### src/rtl/hazard_pkg.sv
// ============================================================================
// Module : hazard_pkg
// Brief  : Shared types and constants for the hazard detection unit.
// Rev    : 1.0 - initial release
// ============================================================================
`default_nettype none

package hazard_pkg;

  typedef enum logic [0:0] {
    IDLE    = 1'b0,
    MD_BUSY = 1'b1
  } md_state_t;

  localparam logic [1:0] REGWRITE_NONE         = 2'b00;
  localparam int         MULDIV_CYCLES_DEFAULT = 4;

endpackage

`default_nettype wire

### src/rtl/muldiv_stall_fsm.sv
// ============================================================================
// Module : muldiv_stall_fsm
// Brief  : Holds EX while a multi-cycle MUL/DIV occupies it.
// Rev    : 1.0 - initial release
// ============================================================================
`default_nettype none

module muldiv_stall_fsm
  import hazard_pkg::*;
#(
  parameter int MULDIV_CYCLES = MULDIV_CYCLES_DEFAULT
) (
  input  logic clk,
  input  logic rst_n,
  input  logic ex_is_muldiv,
  output logic md_hold
);

  localparam int                 c_cnt_w    = ($clog2(MULDIV_CYCLES) > 0) ? $clog2(MULDIV_CYCLES) : 1;
  localparam logic [c_cnt_w-1:0] c_cnt_init = c_cnt_w'(MULDIV_CYCLES - 2);

  md_state_t          r_state;
  logic [c_cnt_w-1:0] r_md_cnt;

  // The trigger cycle is itself a hold cycle, so the counter only covers
  // the remaining MULDIV_CYCLES-2 holds before the release cycle.
  always_ff @(posedge clk or negedge rst_n) begin
    if (!rst_n) begin
      r_state  <= IDLE;
      r_md_cnt <= '0;
    end else begin
      case (r_state)
        IDLE: begin
          if (ex_is_muldiv) begin
            r_state  <= MD_BUSY;
            r_md_cnt <= c_cnt_init;
          end
        end
        MD_BUSY: begin
          if (r_md_cnt != '0) begin
            r_md_cnt <= r_md_cnt - 1'b1;
          end else begin
            r_state <= IDLE;
          end
        end
        default: begin
          r_state  <= IDLE;
          r_md_cnt <= '0;
        end
      endcase
    end
  end

  assign md_hold = ((r_state == IDLE) & ex_is_muldiv) |
                   ((r_state == MD_BUSY) & (r_md_cnt != '0));

endmodule

`default_nettype wire

### src/rtl/hazard_detection_unit.sv
// ============================================================================
// Module : hazard_detection_unit
// Brief  : Stall / bubble / flush control for hazards forwarding cannot cover.
// Rev    : 1.0 - initial release
// ============================================================================
`default_nettype none

module hazard_detection_unit
  import hazard_pkg::*;
#(
  parameter int MULDIV_CYCLES = MULDIV_CYCLES_DEFAULT,
  parameter int CNT_W         = 16
) (
  input  logic             clk,
  input  logic             rst_n,
  input  logic [3:0]       id_op1,
  input  logic [3:0]       id_op2,
  input  logic             id_uses_op2,
  input  logic             id_is_branch,
  input  logic             id_branch_taken,
  input  logic [3:0]       ex_op1,
  input  logic [1:0]       ex_regwrite,
  input  logic             ex_memread,
  input  logic             ex_is_muldiv,
  input  logic [3:0]       mem_op1,
  input  logic             mem_memread,
  output logic             pc_write,
  output logic             ifid_write,
  output logic             ifid_flush,
  output logic             idex_flush,
  output logic             ex_hold,
  output logic             exmem_flush,
  output logic [CNT_W-1:0] stall_count
);

  logic             w_md_hold;
  logic             w_ex_writes;
  logic             w_lu;
  logic             w_bd;
  logic [CNT_W-1:0] r_stall_count;

  muldiv_stall_fsm #(
    .MULDIV_CYCLES(MULDIV_CYCLES)
  ) u_muldiv_stall_fsm (
    .clk         (clk),
    .rst_n       (rst_n),
    .ex_is_muldiv(ex_is_muldiv),
    .md_hold     (w_md_hold)
  );

  assign w_ex_writes = (ex_regwrite != REGWRITE_NONE);

  assign w_lu = ex_memread & w_ex_writes &
                ((ex_op1 == id_op1) | (id_uses_op2 & (ex_op1 == id_op2)));

  // Branches compare in ID, so any producer still in EX, or a load still in
  // MEM, has no value available to forward yet.
  assign w_bd = id_is_branch &
                ((w_ex_writes & (ex_op1 == id_op1)) |
                 (mem_memread & (mem_op1 == id_op1)));

  always_comb begin
    pc_write    = 1'b1;
    ifid_write  = 1'b1;
    ifid_flush  = 1'b0;
    idex_flush  = 1'b0;
    ex_hold     = 1'b0;
    exmem_flush = 1'b0;
    if (!rst_n) begin
      pc_write    = 1'b0;
      ifid_write  = 1'b0;
      ifid_flush  = 1'b1;
      idex_flush  = 1'b1;
      exmem_flush = 1'b1;
    end else if (w_md_hold) begin
      pc_write    = 1'b0;
      ifid_write  = 1'b0;
      ex_hold     = 1'b1;
      exmem_flush = 1'b1;
    end else if (w_lu | w_bd) begin
      pc_write    = 1'b0;
      ifid_write  = 1'b0;
      idex_flush  = 1'b1;
    end else if (id_is_branch & id_branch_taken) begin
      ifid_flush  = 1'b1;
    end
  end

  always_ff @(posedge clk or negedge rst_n) begin
    if (!rst_n) begin
      r_stall_count <= '0;
    end else if (!pc_write && (r_stall_count != '1)) begin
      r_stall_count <= r_stall_count + 1'b1;
    end
  end

  assign stall_count = r_stall_count;

endmodule

`default_nettype wire

### config.mk
export PLATFORM = sky130hd
export DESIGN_NAME = hazard_detection_unit
export DESIGN_NICKNAME = d
export VERILOG_FILES = /design/src/rtl/hazard_pkg.sv /design/src/rtl/muldiv_stall_fsm.sv /design/src/rtl/hazard_detection_unit.sv
export SDC_FILE = /design/constraint.sdc
export NUM_CORES = 1
export LEC_CHECK = 0
export CAP_MARGIN = 20
export CORE_ASPECT_RATIO = 1.5
export CORE_MARGIN = 2
export CORE_UTILIZATION = 42
export DETAILED_ROUTE_END_ITERATION = 6
export PLACE_DENSITY = 0.75
export SLEW_MARGIN = 20
export SYNTH_ARGS = -nofsm -noshare
export SYNTH_HDL_FRONTEND = slang
export SYNTH_SLANG_ARGS = --single-unit
### constraint.sdc
create_clock -name clk -period 2.9 [get_ports clk]
set_clock_uncertainty 0.1 [all_clocks]
set_input_delay 0.29 -clock clk [delete_from_list [all_inputs] [get_ports clk]]
set_output_delay 0.29 -clock clk [all_outputs]
set_load 0.01 [all_outputs]
======== After elaboration in Yosys (flattened, before gate mapping) ========
Index checks and enable logic that the tools add are counted.
word-level totals
  register bits ........................... 19
  input port bits ......................... 26
  output and inout bits ................... 22
  word-level logic and storage cells ...... 49
operators by class
  add/subtract/negate cells ............... 2
  equality and inequality tests ........... 6
  muxes and demuxes ....................... 19
  bitwise logic cells ..................... 14
  reduce and logical (&&, ||, !) cells .... 5
operators by type and width
  operator               count
  $add 16x1->16 const B  1
  $ne 16x16->1 const B   1
  $mux 1                 15
  $eq 4x4->1             3
  $and 1x1->1            9
  $mux 2                 2
  $ne 2x2->1 const B     2
  $or 1x1->1             4
  $pmux 2 s2             1
  $reduce_bool 2->1      2
  $pmux 1 s2             1
  $reduce_and 2->1       1
  $sub 2x1->2 const B    1
  $logic_and 1x1->1      1
  $logic_not 1->1        1
  $not 1->1              1

======== Depth between registers and ports, before layout ========
  word-level depth ........................ 10
  mapped depth ............................ 9
  mapped depth without buffers ............ 8

======== Hierarchy ========
From an unflattened synthesis, not the netlist that was laid out.
second synthesis, totals
  cells, all modules ...................... 119
  area, all modules ....................... 1163.6 µm²
modules (own cells, without submodules)
  module                 instances  cells each  area each (µm²)  seq. area each (µm²)
  hazard_detection_unit  1          107         1023.5           400.4
  muldiv_stall_fsm       1          12          140.1            75.1

======== Worst setup path before layout ========
Ideal clock, no wire load.
  path type ............................... register to register
  start point ............................. register u_muldiv_stall_fsm.r_md_cnt[0]
  end point ............................... register r_stall_count[1], in the netlist stall_count[1]
  library setup time ...................... 0.125 ns
  arrival ................................. 2.045 ns
  required time ........................... 2.675 ns
  setup slack ............................. 0.629 ns
  cell stages (with the launch flop) ...... 10
  buffers on the path ..................... 2
  clock period less this slack ............ 2.271 ns
  cells stage by stage .................... dfrtp_1 > inv_1 > ha_1 > nand2b_1 > o211ai_1 > or4b_1 > buf_2 > and2_4 > buf_6 > mux2_4
on the way
  longest elaborated chain between the ends .. 7
ends and longest elaborated chain
  element                 line                         RTL
  start, declared         muldiv_stall_fsm.sv:23       logic [c_cnt_w-1:0] r_md_cnt;
  start signal, assigned  muldiv_stall_fsm.sv:36       r_md_cnt <= c_cnt_init;
  start signal, assigned  muldiv_stall_fsm.sv:41       r_md_cnt <= r_md_cnt - 1'b1;
  $reduce_bool 2->1       muldiv_stall_fsm.sv:55       ((r_state == MD_BUSY) & (r_md_cnt != '0));
  $and 1x1->1             muldiv_stall_fsm.sv:55
  $or 1x1->1              muldiv_stall_fsm.sv:54       assign md_hold = ((r_state == IDLE) & ex_is_muldiv) |
  $mux 1                  hazard_detection_unit.sv:75  end else if (w_md_hold) begin
  $mux 1                  hazard_detection_unit.sv:69  if (!rst_n) begin
  $logic_not 1->1         hazard_detection_unit.sv:92  end else if (!pc_write && (r_stall_count != '1)) begin
  $logic_and 1x1->1       hazard_detection_unit.sv:92
  end signal, assigned    hazard_detection_unit.sv:93  r_stall_count <= r_stall_count + 1'b1;
  end, declared           hazard_detection_unit.sv:40  logic [CNT_W-1:0] r_stall_count;
No other way between the ends.
A chain may end at the register's enable or synchronous reset.

======== Worst setup path in the final report ========
  start point ............................. register u_muldiv_stall_fsm.r_md_cnt[0]
  end point ............................... output ifid_flush
on the way
  longest elaborated chain between the ends .. 5
ends and longest elaborated chain
  element            line                         RTL
  $reduce_bool 2->1  muldiv_stall_fsm.sv:55
  $and 1x1->1        muldiv_stall_fsm.sv:55
  $or 1x1->1         muldiv_stall_fsm.sv:54
  $mux 1             hazard_detection_unit.sv:75
  $mux 1             hazard_detection_unit.sv:69
  end, declared      hazard_detection_unit.sv:29  output logic ifid_flush,
No other way between the ends.

==> reports/qor.csv <==
stage,metric,value,unit
run_status,outcome,finished clean,
synth,Post-Syn Nets,145,
job,MaxCap Viol Count,0,
timing,endpoints failing setup,0,
min_path,HP Class,primary input to asynchronous set/reset pin,
placement,placed wire-length estimate,2.19,mm
setup_path,CP Max Fanout,5,
clocking,CTS max path bufs,2,
synth,biggest area consumer among synthesized cells,dfrtp_1,
cells_and_area,Area Overhead vs Synth,48.1,%
drt,DRT Pass-1 Iters,4,
clocking,CTS tree,built,
cells_and_area,final core occ,64.5,%
drt,top sig layer,met4,
power,Gate power share,46.6,%
setup_path,CP max stage delay,0.61,ns
setup_path,crit path capture type,primary output,
global_routing,first-pass GRT wire length,4.46,mm
drt,via density per instance,5.27,
placement,Routability Congestion,0.850,
global_routing,largest net degree at the start of global routing,23,
setup_path,critical-path cell list,inv_1 -> ha_1 -> nand2b_1 -> o21ai_0 -> o41ai_1 -> clkdlybuf4s50_1,
die,initial core utilization,43.6,%
cells_and_area,share of layout cells above drive strength 1,6.06,%
cells_and_area,Ant. Diodes,0,
power,Psw,397,uW
drt,drt drc,0,
timing,final hold slack,0.311,ns
clocking,CTS Root Cell,clkbuf_8,
timing,Max Freq,381,MHz
synth,Yosys reg bits,19,
die,Die Ht,67.8,um
synth,Synth top area share,41.7,%
timing,Rel. slew slack,65.3,%
clocking,Worst-path clk slew,0.07,ns
timing,worst-margin pin slew,0.515,ns
die,die span in x,46.6,um
placement,buffers added on ports,47,
setup_path,CP startpoint kind,flip-flop,
timing,post-layout min period,2.63,ns
drt,via count,1065,
power,Internal,739,uW
clocking,clk sink count,19,
setup_path,worst reg-to-reg setup slack,0.54,ns
global_routing,Total GRT Usage,19.1,%
power,Sw Ratio,35.0,%
power,Clock Power Share,16.5,%
power,pwr dens,672,nW/um^2
die,full die area,3160,um^2
global_routing,Overflow after GRT,0,
drt,drt total wl,2.69,mm
global_routing,initial antenna violation count,0,
die,core area,2620,um^2
synth,Mean Syn Cell Area,9.75,um^2
setup_path,worst path required time,2.51,ns
drt,met2 wire length,1.43,mm
cells_and_area,Nets,194,
timing,Fin Setup TNS,0,ns
drt,1st-iter DRT viols,35,
drt,met3 wire length,218,um
synth,Synth area leaders,"dfrtp_1 (42%), xnor2_1 (10%), xor2_1 (6.1%), and3_1 (4.4%), nand3_1 (2.6%)",
global_routing,vias in the first global route,1096,
timing,RSZ-0062 raised after global routing,false,
setup_path,kind of critical path,flip-flop to primary output,
timing,"Period Utilization, post-route",90.5,%
power,Leakage,0.738,nW
drt,Antenna Violating Nets Remaining,0,
timing,Final Max Slew Viols,0,
setup_path,CP max-delay cell,clkdlybuf4s50_1,
drt,routed len/inst,13.3,um
clocking,htree depth,1,
synth,"Seq/Total Area, Yosys",41.7,%
synth,synthesized cell area,1140,um^2
timing,final hold violation count,0,
clocking,Clock Latency Late Sink,0.26,ns
synth,post-synth cell types,37,
drt,met1 WL,973,um
clocking,cts hold-fix bufs,0,
setup_path,CP arrival,2.24,ns
die,# IOs,48,
power,sequential power share,36.9,%
clocking,cts bufs inserted,3,
die,row cnt,23,
power,VDD IR max,0.515,mV
synth,synthesized instance count,117,
synth,Yosys Warn Count,0,
power by group through the flow:
stage | Combinational [mW] | Sequential, mW | Clock [mW]
floorplan | 0.285 | 0.434 | 0
global placement | 0.520 | 0.419 | 0
detailed placement | 0.540 | 0.425 | 0
CTS | 0.542 | 0.421 | 0.192
global route | 0.592 | 0.435 | 0.204
finish | 0.529 | 0.420 | 0.188
per-layer routing:
layer	vias up	GRT usage (%)
li1	518	-
met1	492	19.7
met2	49	34.5
met3	6	4.49
met4	0	9.29
met5	-	0
metrics by stage:
stage	power, mW	worst slack (ns)	area, um^2	cells
floorplan	0.720	0.629	1140	117
global placement	0.939	0.184	1640	198
detailed placement	0.965	0.130	1640	198
CTS	1.15	0.0904	1690	202
global route	1.23	0.0807	1690	202
finish	1.14	0.275	1690	202
layout by cell type (no fill, tap or decap), types with 2 or more instances in the layout:
master | Yosys | layout
xor2_1 | 8 | 8
a41oi_1 | 3 | 3
nand2b_1 | 2 | 2
buf_4 | 1 | 2
nand3_1 | 6 | 6
inv_1 | 6 | 6
nand2_1 | 7 | 7
dlymetal6s2s_1 | 0 | 2
clkbuf_8 | 0 | 3
xnor2_1 | 13 | 13
and3_1 | 8 | 8
o21ai_0 | 2 | 2
clkdlybuf4s50_1 | 0 | 45
ha_1 | 2 | 2
a31oi_1 | 4 | 4
nor2_1 | 3 | 3
dfrtp_1 | 19 | 19
a21oi_1 | 5 | 5
nand4_1 | 4 | 4
nor3_1 | 3 | 3
synth_stat cells (all sizes together):
cell and number:
a21oi 5, a31oi 4, a41oi 3, and2 2
and3 8, and4 2, buf 5, dfrtp 19
ha 2, inv 6, mux2 2, nand2 7
nand2b 2, nand3 6, nand3b 1, nand4 4
nor2 3, nor2b 1, nor3 3, nor4 1
o2111ai 1, o211ai 1, o21ai 2, o22a 1
o22ai 1, o31ai 1, o41ai 1, or2 1
or4b 1, xnor2 13, xor2 8
cell families (layout without fill, tap and decap cells):
kind of cell	count (synthesis)	count (layout)	synth area share, %
simple gates	42	42	21.2
xor+xnor	21	21	16.1
compound gates	20	20	11.7
flops	19	19	41.7
buf+inv	11	59	4.82
fa+ha+maj	2	2	2.19
mux	2	2	2.30
state kept, by name, summed over array words and instances, names as in the netlist:
name                         flops
stall_count                     16
u_muldiv_stall_fsm.r_md_cnt      2
u_muldiv_stall_fsm.r_state       1
critical path: cells and delay by family (launching register included):
| kind | cells | cell delay (ns) |
|---|---|---|
| buf+inv | 2 | 0.70 |
| flops | 1 | 0.40 |
| fa+ha+maj | 1 | 0.18 |
| simple gates | 1 | 0.17 |
| compound gates | 2 | 0.53 |
cell type report:
type / instances / area, um^2
Sequential cell: 19 / 475
Timing Repair Buffer: 49 / 490
Multi-Input combinational cell: 87 / 611
Tap cell: 37 / 46.3
Inverter: 6 / 22.5
Clock buffer: 4 / 45.0
Fill cell: 231 / 928
timing repair:
action / in CTS / in global routing
endpoints found under the setup margin: 0 / 3
setup buffers: 0 / 0
resized for setup: 0 / 2
worst paths after layout:
check | startpoint | to | depth (start not counted)
setup / recovery | u_muldiv_stall_fsm.r_md_cnt[0]$_DFFE_PN0P_ | ifid_flush | 6
hold / removal | rst_n | u_muldiv_stall_fsm.r_md_cnt[0]$_DFFE_PN0P_ | 2
setup reg to reg | u_muldiv_stall_fsm.r_md_cnt[0]$_DFFE_PN0P_ | stall_count[1]$_DFFE_PN0P_ | 8
hold reg to reg | u_muldiv_stall_fsm.r_md_cnt[1]$_DFFE_PN0P_ | u_muldiv_stall_fsm.r_md_cnt[1]$_DFFE_PN0P_ | 1
max in group asynchronous | rst_n | stall_count[5]$_DFFE_PN0P_ | 2
min in group clk | u_muldiv_stall_fsm.r_md_cnt[1]$_DFFE_PN0P_ | u_muldiv_stall_fsm.r_md_cnt[1]$_DFFE_PN0P_ | 1
(Power assumes the default switching activity.)
